<file path="src/rtl/pwm_pkg.sv">
// Shared types for the gate-drive dead-time slice.
package pwm_pkg;

  typedef enum logic [1:0] {
    OFF,
    DEAD,
    HI_ON,
    LO_ON
  } dt_state_t;

  localparam int unsigned DT_WIDTH_DEFAULT = 8;

endpackage

</file>
<file path="src/rtl/pwm_deadtime_leg.sv">
// One half-bridge leg: dead-time FSM with registered complementary gates.
// Optional minimum on-time hold is enabled by DEADTIME_MIN_ON_EN.
module pwm_deadtime_leg
  import pwm_pkg::*;
#(
  parameter int unsigned DT_WIDTH = DT_WIDTH_DEFAULT
`ifdef DEADTIME_MIN_ON_EN
  ,
  parameter int unsigned MIN_ON = 4
`endif
) (
  input  logic                clk,
  input  logic                rstb,
  input  logic                force_off,
  input  logic                raw,
  input  logic [DT_WIDTH-1:0] dead_cycles,
  output logic                hi,
  output logic                lo,
  output logic                busy
);

  dt_state_t           state_q, state_d;
  logic                target_q, target_d;
  logic [DT_WIDTH-1:0] cnt_q, cnt_d;
  logic [DT_WIDTH-1:0] dt_load;
  logic                hi_q, hi_d;
  logic                lo_q, lo_d;
  logic                busy_q, busy_d;
  logic                hold;

  // A zero dead time is promoted to one cycle of both-off.
  assign dt_load = (dead_cycles == '0) ? '0 : dead_cycles - DT_WIDTH'(1);

`ifdef DEADTIME_MIN_ON_EN
  localparam int unsigned MON_W = $clog2(MIN_ON + 1);
  logic [MON_W-1:0] mon_q, mon_d;

  // Edges arriving while the hold runs are simply re-evaluated once it expires.
  assign hold = (mon_q != '0);

  always_comb begin
    mon_d = mon_q;
    if (state_q == DEAD && (state_d == HI_ON || state_d == LO_ON)) begin
      mon_d = MON_W'(MIN_ON - 1);
    end else if (mon_q != '0) begin
      mon_d = mon_q - MON_W'(1);
    end
  end

  always_ff @(posedge clk or negedge rstb) begin
    if (!rstb) begin
      mon_q <= '0;
    end else begin
      mon_q <= mon_d;
    end
  end
`else
  assign hold = 1'b0;
`endif

  always_ff @(posedge clk or negedge rstb) begin
    if (!rstb) begin
      state_q  <= OFF;
      target_q <= 1'b0;
      cnt_q    <= '0;
      hi_q     <= 1'b0;
      lo_q     <= 1'b0;
      busy_q   <= 1'b0;
    end else begin
      state_q  <= state_d;
      target_q <= target_d;
      cnt_q    <= cnt_d;
      hi_q     <= hi_d;
      lo_q     <= lo_d;
      busy_q   <= busy_d;
    end
  end

  always_comb begin
    state_d  = state_q;
    target_d = target_q;
    cnt_d    = cnt_q;
    if (force_off) begin
      state_d = OFF;
    end else begin
      unique case (state_q)
        OFF: begin
          state_d  = DEAD;
          target_d = raw;
          cnt_d    = dt_load;
        end
        DEAD: begin
          // Target follows raw, but the counter is never restarted.
          target_d = raw;
          if (cnt_q == '0) begin
            state_d = raw ? HI_ON : LO_ON;
          end else begin
            cnt_d = cnt_q - DT_WIDTH'(1);
          end
        end
        HI_ON, LO_ON: begin
          if (!hold && (raw != target_q)) begin
            state_d  = DEAD;
            target_d = raw;
            cnt_d    = dt_load;
          end
        end
        default: state_d = OFF;
      endcase
    end
  end

  // Gate levels are decoded from the next state so they land in flops.
  always_comb begin
    hi_d   = 1'b0;
    lo_d   = 1'b0;
    busy_d = 1'b0;
    unique case (state_d)
      HI_ON:   hi_d   = 1'b1;
      LO_ON:   lo_d   = 1'b1;
      DEAD:    busy_d = 1'b1;
      default: ;
    endcase
  end

  assign hi   = hi_q;
  assign lo   = lo_q;
  assign busy = busy_q;

endmodule

</file>
<file path="src/rtl/pwm_deadtime.sv">
// Three-phase gate driver with dead-time insertion and sticky fault latch.
// Define DEADTIME_MIN_ON_EN to add a per-phase minimum on-time hold.
module pwm_deadtime
  import pwm_pkg::*;
#(
  parameter int unsigned DT_WIDTH = DT_WIDTH_DEFAULT
`ifdef DEADTIME_MIN_ON_EN
  ,
  parameter int unsigned MIN_ON = 4
`endif
) (
  input  logic                clk,
  input  logic                rstb,
  input  logic                enable,
  input  logic                pwm_a,
  input  logic                pwm_b,
  input  logic                pwm_c,
  input  logic [DT_WIDTH-1:0] dead_cycles,
  input  logic                fault,
  input  logic                fault_clr,
  output logic                ga_hi,
  output logic                ga_lo,
  output logic                gb_hi,
  output logic                gb_lo,
  output logic                gc_hi,
  output logic                gc_lo,
  output logic                fault_latched,
  output logic [2:0]          dt_busy
);

  logic       fault_latched_q, fault_latched_d;
  logic       force_off;
  logic [2:0] raw_v, hi_v, lo_v, busy_v;

  always_comb begin
    fault_latched_d = fault_latched_q;
    if (fault) begin
      fault_latched_d = 1'b1;
    end else if (fault_clr) begin
      fault_latched_d = 1'b0;
    end
  end

  always_ff @(posedge clk or negedge rstb) begin
    if (!rstb) begin
      fault_latched_q <= 1'b0;
    end else begin
      fault_latched_q <= fault_latched_d;
    end
  end

  // The raw fault input kills the gates on the same edge that latches it.
  assign force_off = ~enable | fault | fault_latched_q;
  assign raw_v     = {pwm_c, pwm_b, pwm_a};

  for (genvar i = 0; i < 3; i++) begin : g_leg
    pwm_deadtime_leg #(
      .DT_WIDTH(DT_WIDTH)
`ifdef DEADTIME_MIN_ON_EN
      ,
      .MIN_ON(MIN_ON)
`endif
    ) u_leg (
      .clk        (clk),
      .rstb       (rstb),
      .force_off  (force_off),
      .raw        (raw_v[i]),
      .dead_cycles(dead_cycles),
      .hi         (hi_v[i]),
      .lo         (lo_v[i]),
      .busy       (busy_v[i])
    );
  end

  assign ga_hi         = hi_v[0];
  assign ga_lo         = lo_v[0];
  assign gb_hi         = hi_v[1];
  assign gb_lo         = lo_v[1];
  assign gc_hi         = hi_v[2];
  assign gc_lo         = lo_v[2];
  assign fault_latched = fault_latched_q;
  assign dt_busy       = busy_v;

endmodule

</file>
<file path="config.mk">
export PLATFORM = sky130hd
export DESIGN_NAME = pwm_deadtime
export DESIGN_NICKNAME = d
export VERILOG_FILES = /design/src/rtl/pwm_pkg.sv /design/src/rtl/pwm_deadtime_leg.sv /design/src/rtl/pwm_deadtime.sv
export SDC_FILE = /design/constraint.sdc
export NUM_CORES = 1
export LEC_CHECK = 0
export CORE_ASPECT_RATIO = 1.25
export CORE_MARGIN = 2
export CORE_UTILIZATION = 35
export CTS_CLUSTER_SIZE = 20
export DETAILED_ROUTE_END_ITERATION = 8
export PLACE_DENSITY = 0.58
export RECOVER_POWER = 25
export SLEW_MARGIN = 20
export SYNTH_ARGS = -nofsm -noshare
export SYNTH_HDL_FRONTEND = slang
export SYNTH_SLANG_ARGS = --single-unit
</file>
<file path="constraint.sdc">
create_clock -name clk -period 4.7 [get_ports clk]
set_clock_uncertainty 0.2 [all_clocks]
set_input_delay 0.705 -clock clk [delete_from_list [all_inputs] [get_ports clk]]
set_output_delay 0.705 -clock clk [all_outputs]
set_load 0.05 [all_outputs]
</file>
# [After elaboration in Yosys (flattened, before gate mapping)]
# Cells that the tools add are included.
[word_totals] ff_bits=43 in_bits=16 out_inout_bits=10 word_cells=116
[classes] addsub=4 n_eq_ne=27 n_mux=42 bitwise_logic=4 n_reduce_logical=20
[ops] op="8-bit case mux with 3 select lines" count=3
[ops] op="8-bit 2-to-1 mux" count=7
[ops] op="8-bit logical NOT" count=4
[ops] op="8-bit by 1-bit subtractor with 8-bit output, second input constant" count=4
[ops] op="2-bit equality test, second input constant" count=12
[ops] op="2-bit 2-to-1 mux" count=9
[ops] op="2-bit case mux with 3 select lines" count=3
[ops] op="1-bit 2-to-1 mux" count=17
[ops] op="2-bit by 1-bit equality test with 1-bit output, second input constant" count=6
[ops] op="2-bit OR reduction" count=6
[ops] op="3-bit AND reduction" count=3
[ops] op="2-bit logical NOT" count=3
[ops] op="2-bit by 1-bit != test with 1-bit output, second input constant" count=3
[ops] op="2-bit != test, second input constant" count=3
[ops] op="1-bit case mux with 2 select lines" count=3
[ops] op="2-bit AND reduction" count=3
[ops] op="1-bit != test" count=3
[ops] op="1-bit NOT" count=2
[ops] op="1-bit OR" count=2
[ops] op="2-bit nonzero test" count=1

# [Longest topological paths before layout]
[depth] ltp_word=6 ltp_mapped=8 mapped_depth_nobuf=8

# [By module]
# Synthesis repeated with hierarchy kept, for this count alone.
[unflattened] cells_unflattened=331 area_unflattened_um2=3071.7
[modules_own_cells] module="pwm_deadtime_leg" instances=3 cells_per_inst=109 area_each_um2=1008.5 seq_area_each_um2=350.3
[modules_own_cells] module="pwm_deadtime" instances=1 cells_per_inst=4 area_each_um2=46.3 seq_area_each_um2=25.0

# [Least setup slack after synthesis]
# Ideal clock, no wire load.
[synth_timing] path_kind="in2reg" startpoint="in dead_cycles[0]" endpoint="reg g_leg[2].u_leg.cnt_q[6]" setup_time_ns=0.121 t_arrival_ns=2.144 required_time_ns=4.379 slack_ns=2.235 path_stages=7 path_buffers=0 path_cell_list="inv_1 ha_1 or3b_2 nor3_1 mux2i_1 o21ai_0 a22o_1"
[synth_via] elab_chain_cells=4 elab_cells_between_ends=5 cone_classes="add/sub: 1; mux: 3; reduce/logical: 1"
[synth_rtl] item="start: declaration" line_no="pwm_deadtime.sv:18" text="input logic [DT_WIDTH-1:0] dead_cycles,"
[synth_rtl] item="8-bit by 1-bit subtractor with 8-bit output / 8-bit logical NOT (equally long branches)" line_no="pwm_deadtime_leg.sv:32" text="assign dt_load = (dead_cycles == '0) ? '0 : dead_cycles - DT_WIDTH'(1);"
[synth_rtl] item="8-bit 2-to-1 mux (*)" line_no="pwm_deadtime_leg.sv:32"
[synth_rtl] item="8-bit 2-to-1 mux" line_no="pwm_deadtime_leg.sv:102" text="if (!hold && (raw != target_q)) begin"
[synth_rtl] item="8-bit case mux with 3 select lines (*)" line_no="pwm_deadtime_leg.sv:86" text="unique case (state_q)"
[synth_rtl] item="end signal: assignment" line_no="pwm_deadtime_leg.sv:72" text="cnt_q <= cnt_d;"
[synth_rtl] item="end: declaration" line_no="pwm_deadtime_leg.sv:24" text="logic [DT_WIDTH-1:0] cnt_q, cnt_d;"
# Every way passes the cells marked *; elsewhere a longest branch is shown, timed or not. The select of a mux whose other input is x is not followed.
# A chain may end at the register's enable or synchronous reset.

# [Final worst setup path]
# Ends and elaborated chain as after synthesis.

==> reports/qor.yml <==
grt:
  number_of_antenna_violations_at_the_first_check_in_global_routing: 0
  grt_pass1_vias: 1924
  wire_length_of_the_first_global_routing_pass_mm: 9.40
  gr-usage-all-layers_pct: 15.3
  pin_count_of_the_biggest_net_entering_global_routing: 44
  grt_overflow: 0
clock_network:
  cts_hold_buf: 0
  cts.path.max_buffers: 2
  clock_sinks: 43
  clk_pin_slew_worst_paths_ns: 0.08
  clock_latency_on_the_worst_skew_pair_ns: 0.29
  postCtsResizedCells: 0
  cts_tree: "done"
  numCtsBuffers: 5
  root_buf_cell: "clkbuf_8"
  cts_setup_buffers: 0
  htreeDepth: 2
hold_path:
  hold-path-cell-count: 2
  hold_path.class: "flip-flop to flip-flop"
place:
  portbufs: 25
  dpl.hpwl_mm: 3.90
  total_cell_area_at_the_placement_stage_sq_mm: 0.00277
  place_ws_ns: 1.55
  gp_congestion: 0.813
yosys:
  ys_seq_elements: 43
  synth.largest_area_cell: "dfrtp_1"
  postSynthAreaPerCell_sq_um: 8.74
  post_synth_instance_area_sq_mm: 0.00246
  ys.flop_type: "dfrtp_1"
  synth-seq-area-share_pct: 43.7
  synth.most_common_cell: "dfrtp_1"
  netlist_top_cells_area: "dfrtp_1 44%, nor2_1 5.8%, o21ai_0 5.7%"
  synth_cell_type_count: 49
  post_synth_most_frequent_cells: "43 x dfrtp_1, 38 x nor2_1, 28 x o21ai_0, 25 x a21oi_1, 17 x inv_1"
  asyncSetResetFlopFracSynth_pct: 100
  yosysWarnings: 0
  number_of_nets_in_the_synthesized_netlist: 303
  top_area_cell_type_share_of_the_netlist_area_pct: 43.7
  synth_enable_flop_cells: 0
  post_synth_inst_count: 282
run_status:
  result_of_the_run: "complete, but fails checks"
  violated_checks: "capacitance limit, slew limit"
sta:
  timing.final.ws_setup_ns: 1.86
  drv_slew: 44
  worst_slew_margin_rel_pct: -60.0
  maxClockFrequency_mhz: 352
  hold-worst-slack_ns: 0.310
  number_of_hold_violations_in_the_final_report: 0
  setup-violations-final: 0
  worst_pin_slew_ns: 2.40
  fin_setup_tns_ns: 0
  finalCriticalPeriod_ns: 2.84
  rsz0062_at_grt: "false"
  final.period_utilization_pct: 60.4
critical_path:
  worstPathBufferInverterCount: 2
  timing.setup.critical_path_class: "primary input to flip-flop"
  crit_path_top_delay_cell: "or3b_2"
  cp_data_arrival_time_ns: 2.82
  worst_ep_required_time_ns: 4.68
  critical_path_cell_count: 8
  worst_path_dominant_cell_family: "simple AND/OR/NAND/NOR gates"
  worst-r2r-cell-count: 8
  worst_setup_path_end_kind: "flip-flop"
  timing.critical_path.from_type: "primary input"
  path_max_fanout: 3
  slowest_delay_ns: 0.47
  crit_chain: "clkdlybuf4s50_1 > inv_1 > ha_1 > or3b_2 > nor3_1 > mux2i_1 > o21ai_0 > a22o_1"
route:
  drt_first_iter_violations: 83
  detail_route.wirelength_mm: 5.50
  detailroute.wirelength.met2_mm: 2.41
  wl_met3_um: 249
  drcViolationCount: 0
  uppermost_routed_layer: "met4"
  number_of_search_and_repair_iterations_in_the_first_detailed_routing_pass: 4
  drt-vias-per-instance: 5.37
  route.detailed.wl_per_inst_um: 14.1
  route.layer.met1.wl_mm: 2.66
  dr_total_vias: 2101
  antenna_violating_nets_post_route: 0
layout:
  fraction_of_final_layout_cells_with_drive_strength_greater_than_1_pct: 5.65
  num_antenna_cells: 0
  fillerInstances: 702
  layout.nets: 323
  flow.area_growth_from_synthesis_pct: 15.1
  design_area_sq_mm: 0.00284
power_and_ir_drop:
  ir_worst_vdd_v: 0.000112
  power.density_mw_per_mm2: 311
  cellLeakagePower_nw: 1.17
die:
  total_die_area_sq_mm: 0.00773
  vertical_die_dimension_um: 97.8
  starting_density_of_the_core_pct: 35.8
  fp.dieW_um: 79.1
  placeableCoreArea_sq_mm: 0.00689
  cell_row_count: 34
  pin_count: 26
run:
  max-cap-violations: 1
## through the flow
stage | utilization, % | std cells | power (mW)
floorplan | - | 282 | 0.608
global placement | 40.1 | 385 | 0.668
detailed placement | 40.1 | 385 | 0.672
CTS | 41.2 | 391 | 0.894
global route | 41.2 | 391 | 0.944
finish | 41.2 | 391 | 0.883
## worst register-to-register path, cell delays in order, from the launching register on
cell and delay, ns:
dfrtp_1 0.40, inv_1 0.10, ha_1 0.19, nor3b_1 0.42, nand4_1 0.25, nand3_1 0.41
inv_1 0.24, nand3_1 0.13, o211ai_1 0.09
## cells in the final DEF, fill, tap and decap left out, types with 3 or more instances in the layout
cell and count:
ha_1 5, nand2b_1 5, o211ai_1 5, nand2_1 16, a21oi_1 25, and2_1 5
nor4_1 4, clkdlybuf4s50_1 24, nand3_1 9, nor3_1 9, or4_1 3, a22o_1 7
nor2b_1 6, inv_1 17, o21ai_0 28, dfrtp_1 43, mux2i_1 4, clkbuf_8 5
nor2_1 38, a2bb2oi_1 5
## routing by layer
layer,GRT usage (%),vias up
met5,0,-
met3,3.14,10
met2,23.0,56
met1,21.4,996
met4,6.76,0
li1,-,1039
## area by class of cell
class,instances,area (sq um),area share (%)
Tap cell,90,113,3.97
Timing Repair Buffer,26,251,8.86
Clock buffer,6,72.6,2.56
Multi-Input combinational cell,208,1250,44.1
Sequential cell,43,1080,37.9
Inverter,18,72.6,2.56
## registers in the layout, summed over array words and instances, names as in the netlist
register and cells:
g_leg.u_leg.hi 3, g_leg.u_leg.lo 3, g_leg.u_leg.busy 3, fault_latched 1
g_leg.u_leg.target_q 3, g_leg.u_leg.cnt_q 24, g_leg.u_leg.state_q 6
## cell families (layout without fill, tap and decap cells)
| family | count (synthesis) | count (layout) | share of synthesized area (%) |
|---|---|---|---|
| compound gates | 83 | 83 | 20.7 |
| xor+xnor | 2 | 2 | 0.711 |
| fa+ha+maj | 5 | 5 | 2.54 |
| buf+inv | 31 | 50 | 5.53 |
| flops | 43 | 43 | 43.7 |
| mux | 5 | 5 | 2.08 |
| simple gates | 113 | 113 | 24.8 |
## power by group
part | internal (mW) | total (mW) | leakage [nW] | switching (mW)
Combinational | 0.0848 | 0.188 | 0.592 | 0.103
Sequential | 0.424 | 0.477 | 0.540 | 0.0535
Clock | 0.0992 | 0.217 | 0.0371 | 0.118
Total | 0.608 | 0.883 | 1.17 | 0.275
## path summary, 6_finish.rpt
check	start	slack, ns	endpoint
max in group asynchronous	rstb	1.99	g_leg[2].u_leg.hi
min reg2reg	g_leg[0].u_leg.target_q	0.31	g_leg[0].u_leg.target_q
min	g_leg[0].u_leg.target_q	0.31	g_leg[0].u_leg.target_q
min in group asynchronous	rstb	0.94	g_leg[2].u_leg.busy
max reg2reg	g_leg[0].u_leg.cnt_q[0]	2.16	g_leg[0].u_leg.cnt_q[0]
max	dead_cycles[0]	1.86	g_leg[2].u_leg.cnt_q[6]
(Power assumes the default switching activity.)
==> RTL change 1 (same flow settings) <==
Add an input register stage for `fault_clr`, with the module's reset; this delays it by one clock. The other inputs are not delayed to match.
--- a/src/rtl/pwm_deadtime.sv
+++ b/src/rtl/pwm_deadtime.sv
@@ -30,2 +30,12 @@
 
+  logic fault_clr_q;
+
+  always_ff @(posedge clk or negedge rstb) begin
+    if (!rstb) begin
+      fault_clr_q <= '0;
+    end else begin
+      fault_clr_q <= fault_clr;
+    end
+  end
+
   logic       fault_latched_q, fault_latched_d;
@@ -38,3 +48,3 @@
       fault_latched_d = 1'b1;
-    end else if (fault_clr) begin
+    end else if (fault_clr_q) begin
       fault_latched_d = 1'b0;
Check against the original RTL: not equivalent (a bounded check fails within 4 cycles, from zero or initial values and one cycle with rstb low).
==> RTL change 1 against the unedited design <==
The flow still finishes with violations (capacitance limit, slew limit). Via count fell by 6.2%. Non-clock buffer count fell by 1. Largest cell class unchanged. Total power up 2.9%. Setup slack gained 0.074 ns. Maximum frequency up 2.7%. Sequential cell count rose by 1. Cell area grew 0.44%. Critical endpoint is now g_leg[1].u_leg.cnt_q[7]. Critical path depth down 2. Routed wire length decreased by 3.2%. Largest power group unchanged. Area after synthesis increased by 0.61%.
==> RTL change 1: results (changes against the unedited design) <==
metric,value,unit,change
p_leak,1.199,nW,+2.6%
post_drt_wl_per_cell,13.92,um,-0.94%
drive_gt1_share,7.877,%,+2.2 points
synth-compound-area-share,18.92,%,-1.7 points
p_clk,0.238,mW,+9.7%
path_max_fanout,6,,+3
violations,"capacitance limit, slew limit",,
hp-start,g_leg[0].u_leg.target_q,,
place_ws,1.643,ns,+0.09485 ns
worst_path_max_delay_cell,or4_1,,
max_stage_delay,0.71,ns,+0.24 ns
relSlewSlack,-56.47,%,+3.5 points
dp_hpwl,3.869,mm,-0.93%
p_int,0.6224,mW,+2.4%
num_vias,1971,,-6.2%
reg2reg_from,g_leg[1].u_leg.cnt_q[0],,
cap_violations,1,,unchanged
drt_first_iter_violations,101,,+22%
r2r-end,g_leg[1].u_leg.cnt_q[6],,
crit_start,dead_cycles[4],,
numPortBuffers,25,,unchanged
peakVddDrop,0.0001637,V,+46%
fillCellCount,716,,+2.0%
slew_viol_final,45,,+2.3%
grt_usage,14.64,%,-0.70 points
clockBufferDepth,2,,unchanged
combPwrFrac,20.4,%,-0.9 points
rrSetupSlack,2.22,ns,+0.06 ns
synth_mux_area_share,0.6054,%,-1.5 points
outcome,"finished, violations left",,
nets,312,,-3.4%
ys_types,57,,+16%
synth_nets,293,,-3.3%
ys_top_cells_by_area,"dfrtp_1 44%, a21oi_1 5.2%, o21ai_0 4.4%",,
hold_path_depth,2,,unchanged
grt_pass1_vias,1896,,-1.5%
synthAdderAreaFrac,2.523,%,-0.015 points
worstPathArrival,2.74,ns,-0.08 ns
ys_top_cells_by_count,"44 x dfrtp_1, 26 x a21oi_1, 26 x nor2_1",,
reg2regPathDepth,7,,-1
grt_first_pass_wirelength,8.983,mm,-4.5%
grt_max_degree,45,,+2.3%
synth.yosys.seq_area_share,44.40,%,+0.74 points
place.gp.congestion,0.8103,,-0.32%
synth_xor_area_share,1.766,%,+1.1 points
-- RTL change 1: per-layer routing --
| layer | wire length, um | GRT usage, % | share of wire, % | vias up |
|---|---|---|---|---|
| li1 | - | - | - | 1003 |
| met1 | 2518 | 19.12 | 47 | 925 |
| met2 | 2504 | 23.73 | 47 | 34 |
| met3 | 159 | 2.218 | 3.0 | 9 |
| met4 | 137 | 6.764 | 2.6 | 0 |
| met5 | 0 | 0 | 0 | - |
-- RTL change 1: worst max path at each step --
stage                     slack (ns)  cells past startpoint                       to
after global routing            1.52                      1  g_leg[1].u_leg.cnt_q[0]
after CTS                       1.95                      6  g_leg[1].u_leg.cnt_q[7]
after floorplan                 2.28                      6  g_leg[1].u_leg.cnt_q[7]
final                           1.94                      6  g_leg[1].u_leg.cnt_q[7]
after detailed placement        1.64                      6  g_leg[1].u_leg.cnt_q[7]
after global placement          1.67                      6  g_leg[1].u_leg.cnt_q[7]
-- RTL change 1: area by class of cell --
cell class,instances,area share (%)
Clock buffer,6,2.546
Clock inverter,2,0.5707
Inverter,16,2.195
Multi-Input combinational cell,199,43.55
Sequential cell,44,38.63
Tap cell,90,3.951
Timing Repair Buffer,25,8.560
-- RTL change 1: through the flow --
step           instance area, sq um  instances  util, %  total power, mW  hold slack (ns)
3_5_place_dp                   2763        374    39.84           0.6792           0.2925
5_1_grt                        2850        382    41.10           0.9715           0.3308
2_1_floorplan                  2480        272        -           0.6149           0.2094
3_3_place_gp                   2763        374    39.84           0.6769           0.2822
6_report                       2850        382    41.10           0.9084           0.3098
4_1_cts                        2851        382    41.12           0.9206           0.3134
-- RTL change 1: worst max-delay path: cells and delay by family --
| family | cells | cell delay, ns |
|---|---|---|
| compound gates | 2 | 0.30 |
| simple gates | 2 | 0.93 |
| buf+inv | 1 | 0.46 |
| mux | 1 | 0.36 |
==> RTL change 2 (same flow settings) <==
Without the edit above. Add a define of `DEADTIME_MIN_ON_EN`.
--- a/src/rtl/pwm_deadtime_leg.sv
+++ b/src/rtl/pwm_deadtime_leg.sv
@@ -2,2 +2,4 @@
 // Optional minimum on-time hold is enabled by DEADTIME_MIN_ON_EN.
+`define DEADTIME_MIN_ON_EN
+
 module pwm_deadtime_leg
Behaviour: not the same (a bounded check fails within 4 cycles, from zero or initial values and one cycle with rstb low).
==> RTL change 2 against the unedited design <==
The run still ends with capacitance limit, slew limit left. Area after synthesis increased by 20%. Cell area increased by 19%. Die area increased by 19%. Count of clock-buffer cells in the layout unchanged. Total power increased by 44%. Routed wire length increased by 20%. Global-route usage increased by 0.26 points. Non-clock buffer count unchanged. Hold slack got worse by 0.015 ns. Setup slack got worse by 0.37 ns. Sequential share of layout area increased by 0.77 points. Combinational power increased by 98%. Sequential cell count increased by 9. Critical path type is now primary input to asynchronous set/reset pin. Critical endpoint is now g_leg[1].u_leg.cnt_q[0]. Largest power group unchanged.
==> RTL change 2: results (changes against the unedited design) <==
metric,value,unit,change
holdWs,0.2951,ns,-0.01536 ns
seq_area,0.001301,sq mm,+21%
syn_avg_cell_area,9.104,sq um,+4.2%
stdcell_count,442,,+13%
drive_gt1_share,7.246,%,+1.6 points
fillCellCount,835,,+19%
outcome,"finished, violations left",,
grt_first_pass_wirelength,11.40,mm,+21%
slew_viol_final,53,,+20%
ys_top_cells_by_area,"dfrtp_1 44%, o21ai_0 5.9%, ha_1 4.2%",,
cap_violations,1,,unchanged
cts_root_buf,clkbuf_8,,
hold_path.class,flop to flop,,
comb.multi_input.count,237,,+14%
nets,370,,+15%
crit_start,rstb,,
reg.largest.list,"g_leg.u_leg.cnt_q (24), g_leg.u_leg.mon_q (9), g_leg.u_leg.state_q (6)",,
reg2reg_from,fault_latched,,
clock_cell_area_share,2.902,%,+0.34 points
violations,"capacitance limit, slew limit",,
place.gp.congestion,0.7982,,-1.8%
final-nonclk-buf-share,7.403,%,-1.5 points
multi_input_area_share,44.79,%,+0.66 points
crit_family,buffers and inverters,,
dp_hpwl,4.817,mm,+23%
synth_mux_area_share,3.921,%,+1.8 points
ys_top_cells_by_count,"52 x dfrtp_1, 35 x o21ai_0, 24 x nand2_1",,
worst_path_max_delay_cell,clkbuf_1,,
routed_wl,6.595,mm,+20%
p_sw,0.4347,mW,+58%
grt_max_degree,53,,+20%
powerComb,0.373,mW,+98%
synth_xor_area_share,1.771,%,+1.1 points
place_ws,1.383,ns,-0.1658 ns
setup_slack,1.497,ns,-0.3658 ns
grt_usage,15.60,%,+0.26 points
num_vias,2414,,+15%
grt_pass1_vias,2528,,+31%
inverters,22,,+4
diodes,0,,unchanged
endpoint,g_leg[1].u_leg.cnt_q[0],,
pwr-share-seq,49.0,%,-5.1 points
synthAdderAreaFrac,4.216,%,+1.7 points
path_max_fanout,52,,+49
r2r-end,g_leg[0].u_leg.cnt_q[3],,
swShare,34.11,%,+3.0 points
synth.yosys.seq_area_share,43.84,%,+0.19 points
p_leak,1.395,nW,+19%
peakVddDrop,0.0002176,V,+94%
fin_area,0.003363,sq mm,+19%
synth-compound-area-share,18.93,%,-1.7 points
relSlewSlack,-89.96,%,-30 points
place_inst,434,,+13%
-- RTL change 2: worst reg2reg max path, delay by kind of cell, from the launching register on --
family | cells | cell delay, ns
simple gates | 2 | 1.15
compound gates | 3 | 0.68
flops | 1 | 0.41
-- RTL change 2: worst min path at each step --
stage                                 start                 endpoint  cells past startpoint
global placement    g_leg[0].u_leg.mon_q[1]  g_leg[0].u_leg.mon_q[1]                      2
detailed placement  g_leg[1].u_leg.cnt_q[7]  g_leg[1].u_leg.cnt_q[7]                      1
floorplan                              rstb            fault_latched                      0
global route        g_leg[1].u_leg.cnt_q[7]  g_leg[1].u_leg.cnt_q[7]                      1
finish              g_leg[1].u_leg.cnt_q[7]  g_leg[1].u_leg.cnt_q[7]                      1
CTS                 g_leg[1].u_leg.cnt_q[7]  g_leg[1].u_leg.cnt_q[7]                      1
-- RTL change 2: per-layer routing --
layer	track usage, %	wire length (um)	up-vias
met5	0	0	-
met3	2.386	113	20
li1	-	-	1195
met4	8.817	289	0
met1	18.32	2882	1171
met2	26.76	3310	28
